[src/rtl/alu_rs_pkg.sv]
// Shared definitions for the ALU reservation-station pool: opcodes, the ready tag
// and the ROB age helper.
package alu_rs_pkg;

  typedef enum logic [5:0] {
    OP_ADDU = 6'b000000,
    OP_AND  = 6'b000001,
    OP_OR   = 6'b000010,
    OP_XOR  = 6'b000011,
    OP_SUBU = 6'b000100,
    OP_SLT  = 6'b010100,
    OP_SLTU = 6'b011100,
    OP_SLL  = 6'b100000,
    OP_SRL  = 6'b100010,
    OP_SRA  = 6'b100011
  } alu_op_e;

  localparam int unsigned TAG_READY = 0;

  typedef enum logic {
    LOCK_IDLE,
    LOCK_HELD
  } lock_state_e;

  // Distance of a tag from the commit pointer, modulo the tag space; smaller is older.
  function automatic int unsigned rs_age(input int unsigned tag, input int unsigned head,
                                         input int unsigned tag_w);
    int unsigned mask;
    mask = (tag_w >= 32) ? 32'hFFFF_FFFF : ((32'd1 << tag_w) - 32'd1);
    return (tag - head) & mask;
  endfunction

endpackage

[src/rtl/rs_age_select.sv]
// Oldest-ready selection with a dispatch lock that keeps a stalled choice stable
// until it is accepted or squashed.
module rs_age_select
  import alu_rs_pkg::*;
#(
  parameter int unsigned DEPTH = 8,
  parameter int unsigned TAG_W = 5,
  localparam int unsigned IW = $clog2(DEPTH)
) (
  input  logic                   clk,
  input  logic                   rst,
  input  logic [DEPTH-1:0]       ready,
  input  logic [DEPTH-1:0]       kill,
  input  logic [DEPTH*TAG_W-1:0] rob_tags,
  input  logic [TAG_W-1:0]       rob_head,
  input  logic                   disp_ready,
  output logic                   disp_valid,
  output logic                   disp_fire,
  output logic [IW-1:0]          sel_idx
);

  lock_state_e state, state_n;
  logic [IW-1:0] lock_idx, lock_idx_n, best_idx;
  logic          any_ready;
  int unsigned   best_age, cur_age;

  always_comb begin
    any_ready = 1'b0;
    best_idx  = '0;
    best_age  = 32'hFFFF_FFFF;
    cur_age   = 0;
    for (int unsigned i = 0; i < DEPTH; i++) begin
      cur_age = rs_age(32'(rob_tags[i*TAG_W +: TAG_W]), 32'(rob_head), TAG_W);
      if (ready[i] && (!any_ready || cur_age < best_age)) begin
        any_ready = 1'b1;
        best_idx  = IW'(i);
        best_age  = cur_age;
      end
    end
  end

  always_comb begin
    state_n    = state;
    lock_idx_n = lock_idx;
    sel_idx    = (state == LOCK_HELD) ? lock_idx : best_idx;
    disp_valid = (state == LOCK_HELD) | any_ready;
    disp_fire  = disp_valid & disp_ready;
    if (disp_fire) begin
      state_n = LOCK_IDLE;
    end else if (state == LOCK_HELD) begin
      if (kill[lock_idx]) state_n = LOCK_IDLE;
    end else if (disp_valid && !kill[best_idx]) begin
      state_n    = LOCK_HELD;
      lock_idx_n = best_idx;
    end
  end

  always_ff @(posedge clk) begin
    if (rst) state <= LOCK_IDLE;
    else     state <= state_n;
    lock_idx <= lock_idx_n;
  end

endmodule

[src/rtl/alu_rs_pool.sv]
// Age-ordered ALU reservation-station pool with CDB wakeup, issue bypass and
// ROB-tag based flush.
module alu_rs_pool
  import alu_rs_pkg::*;
#(
  parameter int unsigned DEPTH = 8,
  parameter int unsigned DW    = 32,
  parameter int unsigned TAG_W = 5,
  parameter int unsigned OP_W  = 6,
  parameter int unsigned NCDB  = 2
) (
  input  logic                       clk,
  input  logic                       rst,
  input  logic                       issue_valid,
  output logic                       issue_ready,
  input  logic [DW-1:0]              issue_vj,
  input  logic [DW-1:0]              issue_vk,
  input  logic [TAG_W-1:0]           issue_qj,
  input  logic [TAG_W-1:0]           issue_qk,
  input  logic [OP_W-1:0]            issue_op,
  input  logic [TAG_W-1:0]           issue_rob,
  input  logic [NCDB-1:0]            cdb_valid,
  input  logic [NCDB*TAG_W-1:0]      cdb_tag,
  input  logic [NCDB*DW-1:0]         cdb_data,
  input  logic [TAG_W-1:0]           rob_head,
  input  logic                       flush,
  input  logic [TAG_W-1:0]           flush_tag,
  output logic                       disp_valid,
  input  logic                       disp_ready,
  output logic [DW-1:0]              disp_a,
  output logic [DW-1:0]              disp_b,
  output logic [OP_W-1:0]            disp_op,
  output logic [TAG_W-1:0]           disp_rob,
  output logic [$clog2(DEPTH+1)-1:0] count,
  output logic                       full,
  output logic                       empty
);

  localparam int unsigned IW = $clog2(DEPTH);
  localparam int unsigned CW = $clog2(DEPTH+1);
  localparam logic [TAG_W-1:0] RDY = TAG_W'(TAG_READY);

  logic [DEPTH-1:0] valid, valid_n, ready, kill;
  logic [TAG_W-1:0] qj [DEPTH], qk [DEPTH], rob [DEPTH];
  logic [TAG_W-1:0] qj_n [DEPTH], qk_n [DEPTH], rob_n [DEPTH];
  logic [DW-1:0]    vj [DEPTH], vk [DEPTH], vj_n [DEPTH], vk_n [DEPTH];
  logic [OP_W-1:0]  op [DEPTH], op_n [DEPTH];
  logic [DEPTH*TAG_W-1:0] rob_flat;
  logic [IW-1:0]    free_idx, sel_idx;
  logic [TAG_W-1:0] in_qj, in_qk;
  logic [DW-1:0]    in_vj, in_vk;
  logic             disp_fire, issue_young, accept;
  int unsigned      flush_age;

  always_comb begin
    count    = '0;
    free_idx = '0;
    rob_flat = '0;
    for (int unsigned i = DEPTH; i > 0; i--) begin
      if (!valid[i-1]) free_idx = IW'(i-1);
    end
    for (int unsigned i = 0; i < DEPTH; i++) begin
      count = count + CW'(valid[i]);
      ready[i] = valid[i] && (qj[i] == RDY) && (qk[i] == RDY);
      rob_flat[i*TAG_W +: TAG_W] = rob[i];
    end
    full        = (count == CW'(DEPTH));
    empty       = (count == '0);
    issue_ready = ~full;
  end

  // Issue-time bypass; descending scan lets the lowest matching port win.
  always_comb begin
    in_qj = issue_qj;
    in_vj = issue_vj;
    in_qk = issue_qk;
    in_vk = issue_vk;
    for (int unsigned p = NCDB; p > 0; p--) begin
      if (cdb_valid[p-1] && issue_qj != RDY && cdb_tag[(p-1)*TAG_W +: TAG_W] == issue_qj) begin
        in_qj = RDY;
        in_vj = cdb_data[(p-1)*DW +: DW];
      end
      if (cdb_valid[p-1] && issue_qk != RDY && cdb_tag[(p-1)*TAG_W +: TAG_W] == issue_qk) begin
        in_qk = RDY;
        in_vk = cdb_data[(p-1)*DW +: DW];
      end
    end
  end

  always_comb begin
    valid_n     = valid;
    qj_n        = qj;
    qk_n        = qk;
    vj_n        = vj;
    vk_n        = vk;
    op_n        = op;
    rob_n       = rob;
    kill        = '0;
    flush_age   = rs_age(32'(flush_tag), 32'(rob_head), TAG_W);
    issue_young = flush && (rs_age(32'(issue_rob), 32'(rob_head), TAG_W) > flush_age);
    accept      = issue_valid && issue_ready && !issue_young;
    for (int unsigned i = 0; i < DEPTH; i++) begin
      for (int unsigned p = NCDB; p > 0; p--) begin
        if (valid[i] && cdb_valid[p-1] && qj[i] != RDY && cdb_tag[(p-1)*TAG_W +: TAG_W] == qj[i]) begin
          qj_n[i] = RDY;
          vj_n[i] = cdb_data[(p-1)*DW +: DW];
        end
        if (valid[i] && cdb_valid[p-1] && qk[i] != RDY && cdb_tag[(p-1)*TAG_W +: TAG_W] == qk[i]) begin
          qk_n[i] = RDY;
          vk_n[i] = cdb_data[(p-1)*DW +: DW];
        end
      end
      if (flush && valid[i] && rs_age(32'(rob[i]), 32'(rob_head), TAG_W) > flush_age) begin
        kill[i]    = 1'b1;
        valid_n[i] = 1'b0;
      end
    end
    if (disp_fire) valid_n[sel_idx] = 1'b0;
    if (accept) begin
      valid_n[free_idx] = 1'b1;
      qj_n[free_idx]    = in_qj;
      qk_n[free_idx]    = in_qk;
      vj_n[free_idx]    = in_vj;
      vk_n[free_idx]    = in_vk;
      op_n[free_idx]    = issue_op;
      rob_n[free_idx]   = issue_rob;
    end
  end

  always_ff @(posedge clk) begin
    if (rst) valid <= '0;
    else     valid <= valid_n;
  end

  always_ff @(posedge clk) begin
    qj  <= qj_n;
    qk  <= qk_n;
    vj  <= vj_n;
    vk  <= vk_n;
    op  <= op_n;
    rob <= rob_n;
  end

  rs_age_select #(.DEPTH(DEPTH), .TAG_W(TAG_W)) u_sel (
    .clk        (clk),
    .rst        (rst),
    .ready      (ready),
    .kill       (kill),
    .rob_tags   (rob_flat),
    .rob_head   (rob_head),
    .disp_ready (disp_ready),
    .disp_valid (disp_valid),
    .disp_fire  (disp_fire),
    .sel_idx    (sel_idx)
  );

  always_comb begin
    disp_a   = vj[sel_idx];
    disp_b   = vk[sel_idx];
    disp_op  = op[sel_idx];
    disp_rob = rob[sel_idx];
  end

endmodule

[config.mk]
export PLATFORM = sky130hd
export DESIGN_NAME = alu_rs_pool
export DESIGN_NICKNAME = d
export VERILOG_FILES = /design/src/rtl/alu_rs_pkg.sv /design/src/rtl/rs_age_select.sv /design/src/rtl/alu_rs_pool.sv
export SDC_FILE = /design/constraint.sdc
export NUM_CORES = 2
export LEC_CHECK = 0
export ABC_AREA = 0
export CAP_MARGIN = 25
export CORE_MARGIN = 5
export CORE_UTILIZATION = 35
export CTS_BUF_LIST = sky130_fd_sc_hd__clkbuf_16
export DETAILED_ROUTE_END_ITERATION = 10
export GPL_TIMING_DRIVEN = 0
export SLEW_MARGIN = 25
export SYNTH_ARGS = -nofsm -noshare
export SYNTH_HDL_FRONTEND = slang
export SYNTH_SLANG_ARGS = --single-unit
[constraint.sdc]
create_clock -name clk -period 28.5 [get_ports clk]
set_input_delay 5.7 -clock clk [delete_from_list [all_inputs] [get_ports clk]]
set_output_delay 5.7 -clock clk [all_outputs]
set_load 0.01 [all_outputs]
==> metrics.txt <==
CTS Hold Bufs 0; Initial Utilization 35.3%; Cells on Worst Hold Path 2; pwr/cell area 62.9 nW/um2; worst-margin pin slew 1.23 ns; critical path's slowest cell clkdlybuf4s50_1; Crit Path Category primary input to output pin; Vias 44681; worst-path fanout max 10; register area share after synthesis 32.7%; later-pin clock latency in the skew report 0.71 ns; final critical-path share of the clock period 96.0%; initial antenna violation count 13; worst reg2reg path depth 69; relative slew slack 17.9%; CP Data Arrival Time 21.67 ns; vias in the first global route 42790; max_cap viols 0; Die ar. 136000 um2; Post-Place Cells 7284; Final Hold Viols 0; CP max stage delay 0.53 ns; fin crit period 27.37 ns; number of synthesized register bits 692; Post-synth EDFFs 91; Tot GR Track Use 28.6%; total CTS buffers 81; worst r2r src qk[37]$_DFF_P_; total negative slack 0 ns; Worst setup SP type primary input; largest net degree at the start of global routing 21; DR vias/cell 6.00; Top Ports 259; gpl congestion 1.00; Yosys warning total 0; peak supply drop 0.0433 mV; CTS Sinks 692; width of the die 369 um; syn avg cell area 8.33 um2; RR Endpoint valid[4]$_SDFF_PP0_; # rows 131; ys flop type dfxtp_1; Hold Crit Class flip-flop to flip-flop; Final nets 6016; CTS clock-pin slew for the worst setup and hold paths 0.06 ns; CTS tree built; Synth Cell Area 45200 um2; IO buf count 179; leakage power 0.0186 uW; Routed wire per std cell 27.5 um; hold_sp qk[6]$_DFF_P_; Antenna Violating Nets Remaining 0; Clock Skew 0.0579 ns; Mapped Cells 5423; clock root cell clkbuf_16; Cell variety after synth 78; DRC viols 0; max-slew violation count 0; P&R area growth vs syn 15.3%; Setup Viol. Count Final 0; Detailed Routing Iterations Pass 1 6; initial DRC count 5884; layout cells sized above 1 8.23%; Detailed Place HPWL 153 mm; area of the core 128000 um2; hold endpoint qk[6]$_DFF_P_; fill cell count 12886; CP Capture Type output pin; H-tree depth 3; outcome finished clean; non-filler cells, final 7442; RSZ-0062 raised after global routing no; first-pass GRT wire length 292 mm; CP Data Required Time 22.80 ns; Peak Freq 36.5 MHz; flop2flop setup slack 12.75 ns; Die Span Y 369 um; total gr overflow 0; final core occ 40.7%; Async S/R FF share, synth 0%; DRT Wirelength 204 mm; synthesized net count 5729; Clock Tree Buf Depth 3
## cell usage in the layout, fill, tap and decap left out, types with 22 or more instances in the layout
cell	count
nand3_1	127
buf_1	88
buf_4	24
clkbuf_16	82
mux4_2	152
a21oi_1	549
mux2_2	24
xor2_1	24
o21ai_1	66
buf_2	28
inv_1	111
a21o_1	30
clkdlybuf4s50_1	177
nand2_1	676
dfxtp_1	601
xnor2_1	184
nor2_1	549
clkbuf_2	27
edfxtp_1	91
ha_1	116
nand4_1	41
mux2i_1	582
o21a_1	22
mux2_4	56
o21ai_0	657
clkbuf_1	366
nor3_1	27
## sequential cells by signal, summed over array words and instances (netlist names)
| signal | count |
|---|---|
| op | 48 |
| vj | 256 |
| valid | 8 |
| qj | 40 |
| qk | 40 |
| u_sel.state | 1 |
| rob | 40 |
| vk | 256 |
| u_sel.lock_idx | 3 |
## cell families after synthesis
family / count (synthesis) / share of synthesized area, %
XOR/XNOR: 209 / 4.05
adder cells (fa/ha/maj): 130 / 3.83
buffers and inverters: 611 / 5.39
multiplexers: 814 / 22.9
flip-flops: 692 / 32.7
AND/OR/NAND/NOR: 1544 / 14.3
AO/OA/AOI/OAI: 1423 / 16.8
## worst max-delay path, delay by kind of cell
| kind | cells | cell delay (ns) |
|---|---|---|
| AOI/OAI and AO/OA | 32 | 6.34 |
| xor gates and xnor gates | 1 | 0.22 |
| adders and majority gates | 8 | 2.33 |
| buffers and inverters | 12 | 2.99 |
| muxes | 6 | 1.82 |
| and+or+nand+nor | 14 | 2.22 |
## repair_timing
action                                  CTS  global route
pin swaps                                 0             2
endpoints found under the hold margin     0             0
gates resized for setup                   2            13
endpoints found under the setup margin   75            75
buffers inserted                          2             3
## metal layers
metal / track usage (%) / share of wire (%)
met4: 14.6 / 5.8
met3: 7.67 / 11
met2: 45.2 / 44
met1: 35.9 / 38
met5: 0 / 0.018
## cell usage after synthesis (all sizes together) (116+ instances only)
master,instances,area [um2]
xnor2,185,1620
dfxtp,601,12000
o21ai,724,3620
nor2,549,2060
clkbuf,391,1470
nand2,676,2540
a21oi,551,2760
mux4,152,3420
nand3,127,636
ha,116,1450
buf,130,629
mux2i,582,5830
## how the worst max path moves through the flow
stage	start	end	slack, ns	cells after the start
2_1_floorplan	rob_head[1]	disp_rob[4]	4.03	70
5_1_grt	rob_head[2]	disp_rob[1]	0.02	73
4_1_cts	rob_head[0]	disp_b[26]	0.08	72
3_5_place_dp	rob_head[1]	disp_b[26]	-0.47	72
6_report	rob_head[2]	disp_rob[1]	1.13	73
3_3_place_gp	rob_head[1]	disp_b[26]	-1.23	70
## where the power goes
group / internal, uW / total (uW) / switching, uW
combinational: 446 / 963 / 518
sequential: 1150 / 1250 / 105
clock: 588 / 1060 / 471
## per-stage QoR
stage                     instance area, um2  total power [uW]  hold WS, ns  setup WS, ns
after floorplan                        45200              1840        0.491          4.03
after global placement                 49000              2180        0.514         -1.23
after detailed placement               49400              2200        0.523        -0.474
after CTS                              52000              3250        0.531        0.0783
after global routing                   52100              3410        0.559        0.0213
final                                  52100              3280        0.534          1.13
## final cells by class
type,count,area [um2],area share [%]
clock inverters,64,543,1.04
clock buffers,82,2050,3.94
multi-input cells,4120,28100,54.0
repair buffers,204,2040,3.91
diodes,7,17.5,0.0336
inverters,90,345,0.663
flip-flops and latches,692,14800,28.3
well taps,1662,2080,3.99
plain buffers,521,2140,4.10
Power figures use the tool's default switching activity.
